### config.mk
export PLATFORM = sky130hd
export DESIGN_NAME = inst_fetch
export DESIGN_NICKNAME = d
export VERILOG_FILES = /design/src/rtl/fetch_pkg.sv /design/src/rtl/inst_fifo.sv /design/src/rtl/inst_fetch.sv
export SDC_FILE = /design/constraint.sdc
export NUM_CORES = 1
export LEC_CHECK = 0
export BUFFER_PORTS_ARGS = -buffer_cell sky130_fd_sc_hd__buf_2
export CORE_MARGIN = 2
export CORE_UTILIZATION = 35
export DETAILED_ROUTE_END_ITERATION = 10
export PLACE_DENSITY = 0.57
export SLEW_MARGIN = 20
export SYNTH_ARGS = -nofsm -noshare
export SYNTH_HDL_FRONTEND = slang
export SYNTH_SLANG_ARGS = --single-unit
### constraint.sdc
create_clock -name clk -period 5.46 [get_ports clk]
set_clock_uncertainty 0.15 [all_clocks]
set_input_delay 1.092 -clock clk [delete_from_list [all_inputs] [get_ports clk]]
set_output_delay 1.092 -clock clk [all_outputs]
set_load 0.05 [all_outputs]
### src/rtl/fetch_pkg.sv
// Shared types and constants for the rysyCore instruction fetch stage.
package fetch_pkg;

    typedef enum logic [1:0] {
        BOOT,
        RUN,
        FLUSH
    } fetch_state_t;

    localparam logic [31:0] NOP_INST = 32'h0000_0013;

    localparam int OPCODE_LSB = 2;
    localparam int OPCODE_MSB = 6;
    localparam int FUNC3_LSB  = 12;
    localparam int FUNC3_MSB  = 14;
    localparam int FUNC7_LSB  = 25;
    localparam int FUNC7_MSB  = 31;

    typedef struct packed {
        logic [31:0] inst;
        logic [31:0] pc;
    } fetch_entry_t;

endpackage

### src/rtl/inst_fifo.sv
// In-order instruction/PC buffer between instruction memory and decode.
module inst_fifo
    import fetch_pkg::*;
#(
    parameter  int DEPTH = 2,
    localparam int AW    = $clog2(DEPTH),
    localparam int CW    = AW + 1
) (
    input  logic          clk,
    input  logic          rst,
    input  logic          push,
    input  fetch_entry_t  push_data,
    input  logic          pop,
    input  logic          clear,
    output fetch_entry_t  head,
    output logic [CW-1:0] count,
    output logic          full,
    output logic          empty
);

    fetch_entry_t   mem [DEPTH];
    logic [AW-1:0]  rd_ptr, wr_ptr;
    logic           push_ok, pop_ok;

    assign full    = (count == CW'(DEPTH));
    assign empty   = (count == '0);
    assign push_ok = push && !full;
    assign pop_ok  = pop && !empty;
    assign head    = mem[rd_ptr];

    // Pointers wrap naturally because DEPTH is a power of two.
    always_ff @(posedge clk or negedge rst) begin
        if (!rst) begin
            rd_ptr <= '0;
            wr_ptr <= '0;
            count  <= '0;
        end else if (clear) begin
            rd_ptr <= '0;
            wr_ptr <= '0;
            count  <= '0;
        end else begin
            if (push_ok) wr_ptr <= wr_ptr + 1'b1;
            if (pop_ok)  rd_ptr <= rd_ptr + 1'b1;
            count <= count + CW'(push_ok) - CW'(pop_ok);
        end
    end

    always_ff @(posedge clk) begin
        if (push_ok && !clear) mem[wr_ptr] <= push_data;
    end

endmodule

### src/rtl/inst_fetch.sv
// Fetch stage: owns fetch_pc, issues imem requests, buffers responses for decode.
// Optional INST_FETCH_BYPASS_EN forwards a response straight to decode when the buffer is empty.
module inst_fetch
    import fetch_pkg::*;
#(
    parameter logic [31:0] RESET_PC = 32'h0000_0000,
    parameter int          DEPTH    = 2
) (
    input  logic        clk,
    input  logic        rst,
    output logic        imem_req,
    output logic [31:0] imem_addr,
    input  logic        imem_gnt,
    input  logic        imem_rvalid,
    input  logic [31:0] imem_rdata,
    input  logic        redirect,
    input  logic [31:0] redirect_pc,
    output logic        inst_valid,
    input  logic        inst_ready,
    output logic [31:0] inst,
    output logic [31:0] inst_pc,
    output logic [4:0]  opcode,
    output logic [2:0]  func3,
    output logic [6:0]  func7,
    output logic        illegal
);

    localparam int CW = $clog2(DEPTH) + 1;

    fetch_state_t  state, state_nxt;
    logic [31:0]   fetch_pc;
    logic [CW-1:0] outstanding, out_nxt, fifo_count;
    logic [CW:0]   occupancy;
    logic          grant, byp;
    logic          fifo_push, fifo_pop, fifo_full, fifo_empty;
    logic [31:0]   resp_pc;
    fetch_entry_t  head, push_entry;

    assign occupancy = {1'b0, outstanding} + {1'b0, fifo_count};
    assign imem_req  = (state == RUN) && !fifo_full && (occupancy < (CW+1)'(DEPTH));
    assign imem_addr = fetch_pc;
    assign grant     = imem_req && imem_gnt;

    // In RUN every in-flight request is from the current contiguous stream,
    // so the oldest one sits exactly 'outstanding' words behind fetch_pc.
    assign resp_pc = fetch_pc - (32'(outstanding) << 2);

`ifdef INST_FETCH_BYPASS_EN
    assign byp = (state == RUN) && fifo_empty && imem_rvalid;
`else
    assign byp = 1'b0;
`endif

    assign inst_valid = !fifo_empty || byp;
    assign fifo_pop   = inst_valid && inst_ready && !fifo_empty;
    assign fifo_push  = (state == RUN) && imem_rvalid && !redirect && !(byp && inst_ready);
    assign push_entry = '{inst: imem_rdata, pc: resp_pc};

    inst_fifo #(.DEPTH(DEPTH)) u_fifo (
        .clk       (clk),
        .rst       (rst),
        .push      (fifo_push),
        .push_data (push_entry),
        .pop       (fifo_pop),
        .clear     (redirect),
        .head      (head),
        .count     (fifo_count),
        .full      (fifo_full),
        .empty     (fifo_empty)
    );

    always_comb begin
        inst    = NOP_INST;
        inst_pc = RESET_PC;
        if (!fifo_empty) begin
            inst    = head.inst;
            inst_pc = head.pc;
        end else if (byp) begin
            inst    = imem_rdata;
            inst_pc = resp_pc;
        end
    end

    assign opcode  = inst[OPCODE_MSB:OPCODE_LSB];
    assign func3   = inst[FUNC3_MSB:FUNC3_LSB];
    assign func7   = inst[FUNC7_MSB:FUNC7_LSB];
    assign illegal = inst_valid && (inst[1:0] != 2'b11);

    // Every response retires one outstanding request, kept or dropped.
    always_comb begin
        state_nxt = state;
        out_nxt   = outstanding + CW'(grant) - CW'(imem_rvalid);
        case (state)
            BOOT:  state_nxt = RUN;
            RUN:   if (redirect) state_nxt = (out_nxt != '0) ? FLUSH : RUN;
            FLUSH: state_nxt = (out_nxt != '0) ? FLUSH : RUN;
            default: state_nxt = BOOT;
        endcase
    end

    always_ff @(posedge clk or negedge rst) begin
        if (!rst) begin
            state       <= BOOT;
            fetch_pc    <= RESET_PC;
            outstanding <= '0;
        end else begin
            state       <= state_nxt;
            outstanding <= out_nxt;
            if (redirect)   fetch_pc <= {redirect_pc[31:2], 2'b00};
            else if (grant) fetch_pc <= fetch_pc + 32'd4;
        end
    end

endmodule

Word level (Yosys, flattened, before mapping):

Memories as Yosys holds them, arrays and structs flattened.
Cells that the tools add are included.

* register bits: 40
* RAM bits: 128
* input port bits: 70
* output and inout bits: 114
* logic and storage cells: 56
* memories: 1

Memories
* u_fifo.mem: depth 2, width 64, rd ports 1, clocked after Yosys merged registers in 0, write ports 1, RTL line inst_fifo.sv:21 `fetch_entry_t mem [DEPTH];`

* add/subtract/negate cells: 9
* $lt $le $gt $ge: 1
* equality and inequality tests: 5
* mux-type cells: 14
* reduce and logical (&&, ||, !) cells: 20

Operators with widths (count)
* $mux W32: 4
* $add A32 B3 Y32 const B: 1
* $sub A32 B4 Y32: 1
* $logic_and A1 B1 Y1: 11
* $reduce_bool A2 Y1: 4
* $mux W1: 6
* $mux W2: 3
* $pmux W2 S3: 1
* $add A2 B1 Y2: 2
* $eq A2 B2 Y1 const B: 2
* $logic_not A2 Y1: 2
* $ne A2 B2 Y1 const B: 2
* $sub A2 B1 Y2: 2
* $add A2 B2 Y3: 1
* $logic_not A1 Y1: 3
* $lt A3 B2 Y1 const B: 1
* $add A1 B1 Y1 const B: 2
* $eq A2 B1 Y1 const B: 1

Logic depth before layout (Yosys ltp):

Gate-level depths: netlist (run 1).

* depth in word-level cells: 11
* depth in mapped cells: 12
* mapped depth without buffers: 12

Modules after synthesis:

From an unflattened synthesis (run 1), not the netlist that was laid out.

* cell total of the unflattened synthesis: 631
* area total of the unflattened synthesis: 8267.9 sq um

By module, submodules not included
* inst_fifo: instances 1, cells each 222, area each 5074.9 sq um, seq. area each 3943.8 sq um
* inst_fetch: instances 1, cells each 409, area each 3193.1 sq um, seq. area each 850.8 sq um

Worst setup path after synthesis (run 1):

OpenSTA, ideal clock, no wires.

* path type: input-to-reg
* start: input redirect
* end: memory u_fifo.mem[0][10] (netlist bit), enable pin
* setup time: 0.490 ns
* data arrival time: 4.323 ns
* data required time: 4.820 ns
* setup slack: 0.497 ns
* cell stages on the path: 3
* path buffers: 0
* cell sequence: nor2b_1 and3_1 nor2b_1

* cells in the longest elaborated chain, start to end: 6

Ends and longest elaborated chain
* from (decl): RTL line inst_fetch.sv:16 `input logic redirect,`
* $logic_not A1 Y1 *: RTL line inst_fifo.sv:49, inst_fetch.sv:56
* $logic_and A1 B1 Y1: RTL line inst_fetch.sv:56 `assign fifo_push = (state == RUN) && imem_rvalid && !redirect && !(byp && inst_ready);`
* $logic_and A1 B1 Y1: RTL line inst_fifo.sv:27 `assign push_ok = push && !full;`
* $logic_and A1 B1 Y1 *: RTL line inst_fifo.sv:49 `if (push_ok && !clear) mem[wr_ptr] <= push_data;`
* $mux W1 *: RTL line inst_fifo.sv:49
* $mux W1 (not written as such) *: RTL line inst_fifo.sv:49
* to (decl): RTL line inst_fifo.sv:21

Mark *: on every way between the ends. The rest lies on a longest branch, timed or not.

Worst setup path after layout (run 1):

* start: register u_fifo.rd_ptr
* end: output inst_pc[8]

* cells in the longest elaborated chain, start to end: 2

Ends and longest elaborated chain
* from (decl): RTL line inst_fifo.sv:22 `logic [AW-1:0] rd_ptr, wr_ptr;`
* from (signal assigned): RTL line inst_fifo.sv:43 `if (pop_ok) rd_ptr <= rd_ptr + 1'b1;`
* $mem_v2 Z2 W64
* $mux W32: RTL line inst_fetch.sv:75 `if (!fifo_empty) begin`
* to (decl): RTL line inst_fetch.sv:21 `output logic [31:0] inst_pc,`

No other way between the ends.

==> results of run 1 <==
## final timing paths
| check | from | endpoint | slack [ns] | depth (start not counted) |
|---|---|---|---|---|
| min in group asynchronous | rst | imem_addr[17] | 0.65 | 1 |
| min | state[1] | state[1] | 0.39 | 2 |
| min reg2reg | state[1] | state[1] | 0.39 | 2 |
| max reg2reg | u_fifo.count[0] | imem_addr[31] | 2.38 | 7 |
| max in group asynchronous | rst | u_fifo.rd_ptr | 3.85 | 1 |
| max | u_fifo.rd_ptr | inst_pc[8] | 1.75 | 4 |
## cells in the mapped netlist (2+ instances only)
cell type,instances
nor2b_1,6
nor2_1,86
nor3_1,11
nand3_2,2
nand2b_1,3
nand4_1,9
edfxtp_1,124
inv_1,14
o21ai_0,28
buf_4,27
nand2_1,52
nor3_2,6
and2_1,3
and4_1,2
buf_2,4
a21oi_1,3
fa_1,2
o31ai_1,2
dfrtp_1,38
o21ai_1,4
ha_1,10
mux2i_1,66
buf_1,7
nor4_1,4
and3_1,5
xor2_1,31
clkbuf_1,17
nand3_1,17
xnor2_1,27
or3_1,5
buf_6,4
## kinds of logic after synthesis
family	Yosys count	synth area share (%)
other	1	0.0482
DFF	162	60.0
adders and majority gates	12	2.12
buffers and inverters	73	5.27
AOI/OAI and AO/OA	40	3.00
muxes	66	8.48
xor gates and xnor gates	58	6.52
and+or+nand+nor	224	14.5
## worst max-delay path, delay by kind of cell (launching register included)
family | cells | cell delay, ns
and+or+nand+nor | 1 | 0.06
muxes | 1 | 0.27
buffers and inverters | 2 | 0.65
DFF | 1 | 1.04
## sequential cells by signal (all words and copies together), names as in the netlist
signal	cells
u_fifo.mem	124
imem_addr	30
outstanding	2
state	2
u_fifo.count	2
u_fifo.rd_ptr	1
u_fifo.wr_ptr	1
## per-layer routing
metal	wire length [µm]	GRT usage, %	vias up
met2	8170	23.9	160
met3	873	3.66	15
li1	-	-	2507
met5	0	0	-
met4	193	3.88	0
met1	8220	21.2	2421
## per-stage QoR
stage / area (µm²) / power [W]
3_5_place_dp: 8760 / 0.00367
2_1_floorplan: 7800 / 0.00323
3_3_place_gp: 8760 / 0.00365
6_report: 9360 / 0.00482
4_1_cts: 9360 / 0.00489
5_1_grt: 9360 / 0.00506
## power by group
group	switching, W	leakage [nW]	internal, W
logic	0.00145	1.82	0.000512
registers	0.000186	1.58	0.00147
clock network	0.000520	0.283	0.000687
total	0.00216	3.69	0.00267
## area by class of cell
| cell class | count | area (µm²) | area share (%) |
|---|---|---|---|
| multi-input combinational | 404 | 2730 | 29.2 |
| clock buffer | 17 | 425 | 4.55 |
| tap | 280 | 350 | 3.74 |
| inverter | 14 | 52.6 | 0.562 |
| sequential | 162 | 4680 | 50.0 |
| timing repair buffer | 184 | 951 | 10.2 |
| clock inverter | 15 | 170 | 1.82 |
==> results.yml, run 1 <==
detailed_routing:
  dr.pass1.iters: 4
  ant_nets: 0
  routed-via-count: 5103
  routed_wl_mm: 17.5
  drt-initial-drc-count: 305
  vias_per_cell: 4.74
  remaining_drc_errors: 0
  post_drt_wl_per_cell_um: 16.2
place:
  post-place-ws_ns: 2.05
  dp.cells: 1044
  routabilityCongestion: 0.760
  io_buffers: 177
  hpwl_mm: 12.2
logic_synthesis:
  synthCells: 636
  syn_area_mm2: 0.00779
  yosys-top-cells-area: "edfxtp_1 (48%), dfrtp_1 (12%), mux2i_1 (8.5%), nor2_1 (4.1%), xor2_1 (3.5%)"
  synth_top_area_share_pct: 47.8
  avgSynthCellArea_um2: 12.2
  synthArstFlopShare_pct: 23.5
  synth_edf_count: 124
  synth_cell_type_count: 48
  synth-seq-cells: 162
  synth_top_cell_by_area: "edfxtp_1"
  yosysSeqAreaShare_pct: 60.0
  yosys_warnings: 0
  ys.flop_type: "edfxtp_1"
finish:
  final_common_cell: "buf_2"
  nFillCells: 2102
  drive_above_1_share_pct: 29.8
  post-route-util_pct: 42.9
  stdcell_count: 1076
  diodes: 0
  synthToLayoutAreaGrowth_pct: 20.2
  mostFrequentLayoutCells: "buf_2 (177), edfxtp_1 (124), nor2_1 (85)"
  nets: 865
clock_tree:
  hold_buffers: 0
  cts_tree: "built"
  cts_sinks: 162
  clk_latency_ns: 0.42
  cts_resized: 0
  clkTransAtPathRegs_ns: 0.07
  cts_root_buffer: "clkbuf_16"
  cts_buffers: 17
  ctsHtreeMaxLevel: 4
  cts_buffer_depth: 2
  postCtsSetupBuffers: 0
global_route:
  grt_pass1_wl_mm: 27.6
  grtUsageTotal_pct: 15.2
  antenna_found_initial: 0
  overflow: 0
  grt_pass1_vias: 5020
  grt_max_degree: 68
setup_path:
  cp-end-kind: "output pin"
  cp_cell_sequence: "buf_4, mux2i_1, nor2_1, buf_2"
  crit_required_ns: 4.22
  worst_setup_path_start_kind: "flop"
  criticalPathCategory: "reg2out"
  cp_data_arrival_time_ns: 2.47
  worst_path_largest_cell_delay_ns: 1.04
  critPathMaxFanout: 50
  slowest_stage: "dfrtp_4"
sta:
  rsz0062_at_grt: "false"
  drv_slew: 0
  setup_viol: 0
  max_slew.worst_pin.slew_ns: 0.942
  period_share_pct: 68.0
  relSlewSlack_pct: 37.2
  hold-worst-slack_ns: 0.387
  fin_ws_ns: 1.75
  min_period_ns: 3.71
  fmax_ghz: 0.269
  hold_viol_final: 0
  setup_tns_ns: 0
floorplanning:
  start_util_pct: 35.7
  io_pins: 184
  fp.dieArea_mm2: 0.0235
  core_area_mm2: 0.0218
  die_x_um: 153
  die_h_um: 153
  rows: 54
pwr:
  vdd_drop_max_mv: 0.214
  power.leakage_nw: 3.69
  powerDensity_mw_per_mm2: 515
flow_run:
  cap_violations: 0
min_path:
  hp-class: "reg2reg"
run_status:
  status: "finished, final reports clean"
(Power assumes the default switching activity.)
==> run 2: changes to the inputs <==
- clock period: 5.46 -> 3.64 ns (I/O delays scaled with it)
==> run 2 against run 1 <==
Cell count is 0.28% higher. Sequential cell count did not move. Combinational power is 55% higher. Wire length is 1.3% higher. Hold slack worse by 0.099 ns. Power is 49% higher. Global-route usage barely moved. Clock power is 44% higher. Critical path depth stayed put. Die area unchanged. Critical endpoint is now imem_req.
==> results.yml, run 2 (synthesis gave the netlist of run 1 again) <==
sta:
  rsz0062_at_grt: "false"
  hold_viol_final: 0
  fmax_ghz: 0.317
  relSlewSlack_pct: 39.3
  drv_slew: 0
  setup_tns_ns: 0
  max_slew.worst_pin.slew_ns: 0.910
  setup_viol: 0
  hold-worst-slack_ns: 0.288
  min_period_ns: 3.15
  period_share_pct: 86.5
floorplanning:
  fp.dieArea_mm2: 0.0235
  start_util_pct: 35.7
  rows: 54
  die_h_um: 153
  io_pins: 184
  core_area_mm2: 0.0218
  die_x_um: 153
clock_tree:
  cts_buffers: 17
  cts_sinks: 162
  ctsHtreeMaxLevel: 4
  clk_latency_ns: 0.42
  cts_buffer_depth: 2
  cts_resized: 0
  postCtsSetupBuffers: 0
  cts_tree: "built"
  cts_root_buffer: "clkbuf_16"
  clkTransAtPathRegs_ns: 0.06
  hold_buffers: 0
finish:
  mostFrequentLayoutCells: "buf_2 (177), edfxtp_1 (124), nor2_1 (85)"
  nets: 868
  synthToLayoutAreaGrowth_pct: 20.6
  drive_above_1_share_pct: 29.8
  largest_register_ff_count: 124
  final_common_cell: "buf_2"
  diodes: 0
  nFillCells: 2109
  regMostFlops: "u_fifo.mem"
  post-route-util_pct: 43.0
setup_path:
  criticalPathCategory: "reg2out"
  critPathMaxFanout: 5
  rrSetupSlack_ns: 0.59
  worstReg2RegStart: "u_fifo.count[0]"
  cp_cell_sequence: "and2_1, fa_1, nor4b_1, buf_2"
  cp-end-kind: "output pin"
  cp_num_buf_inv: 1
  ff2ff_path_depth: 12
  slowest_stage: "fa_1"
  worst_path_largest_cell_delay_ns: 0.47
  worst_setup_path_start_kind: "flop"
  r2r_end: "state[0]"
  crit_family: "simple AND/OR/NAND/NOR gates"
  cp_data_arrival_time_ns: 2.27
  crit_required_ns: 2.76
pwr:
  p_sw_w: 0.00318
  clock_power_share_pct: 24.2
  p_sw_share_pct: 44.3
  seqPwrFrac_pct: 33.5
  vdd_drop_max_mv: 0.364
  powerDensity_mw_per_mm2: 765
  combinationalPowerShare_pct: 42.3
  p_int_w: 0.00400
  power.leakage_nw: 3.70
  p_total_w: 0.00719
place:
  hpwl_mm: 12.3
  routabilityCongestion: 0.775
  io_buffers: 177
detailed_routing:
  routed_wl_mm: 17.7
  vias_per_cell: 4.72
  ant_nets: 0
  dr.pass1.iters: 4
  remaining_drc_errors: 0
  routed-via-count: 5097
  post_drt_wl_per_cell_um: 16.4
  drt-initial-drc-count: 233
global_route:
  overflow: 0
  grt_pass1_vias: 5005
  grtUsageTotal_pct: 15.2
  grt_pass1_wl_mm: 27.7
  antenna_found_initial: 0
  grt_max_degree: 68
flow_run:
  cap_violations: 0
min_path:
  hp-class: "in2async"
run_status:
  status: "finished, final reports clean"
-- run 2: changes by cell type in the layout (fill, tap and decap cells not counted) --
cell        delta
clkinvlp_4     +1
inv_8          -2
clkinv_2       +2
inv_6          -5
buf_12         +3
clkinv_4       +2
clkbuf_1       +2
-- run 2: worst max path at each step --
| stage | from | to | slack, ns | depth (start not counted) |
|---|---|---|---|---|
| 5_1_grt | u_fifo.count[0] | imem_req | 0.40 | 4 |
| 3_3_place_gp | u_fifo.count[0] | state[0] | 0.63 | 12 |
| 6_report | u_fifo.count[0] | imem_req | 0.49 | 4 |
| 2_1_floorplan | outstanding[0] | imem_req | 0.08 | 3 |
| 4_1_cts | u_fifo.count[0] | imem_req | 0.46 | 4 |
| 3_5_place_dp | u_fifo.count[0] | state[0] | 0.60 | 12 |
-- run 2: cell type report --
type                       instances  area (µm²)  share of cell area (%)
clock inverter                    13         139                    1.48
inverter                          14        52.6                   0.559
tap                              280         350                    3.73
multi-input combinational        404        2730                    29.1
clock buffer                      19         433                    4.61
timing repair buffer             187        1010                    10.8
sequential                       162        4680                    49.8
-- run 2: power groups by stage --
stage	combinational, W	clock [W]	sequential [W]
after floorplan	0.00240	0	0.00245
after global placement	0.00307	0	0.00245
after detailed placement	0.00308	0	0.00245
after CTS	0.00309	0.00178	0.00241
after global routing	0.00325	0.00186	0.00243
final	0.00304	0.00174	0.00241
-- run 2: stage by stage --
step | std cells | area [µm²] | worst slack [ns]
finish | 1079 | 9390 | 0.490
CTS | 1079 | 9390 | 0.455
global route | 1079 | 9390 | 0.396
detailed placement | 1047 | 8820 | 0.597
global placement | 1047 | 8820 | 0.634
floorplan | 639 | 7800 | 0.0850
-- run 2: per-layer routing --
layer | global-route usage, % | vias to the layer above | part of all wire, %
met1 | 21.3 | 2428 | 49
met4 | 4.32 | 0 | 0.96
met3 | 3.35 | 15 | 4.4
met2 | 23.7 | 141 | 46
li1 | - | 2513 | -
met5 | 0 | - | 0
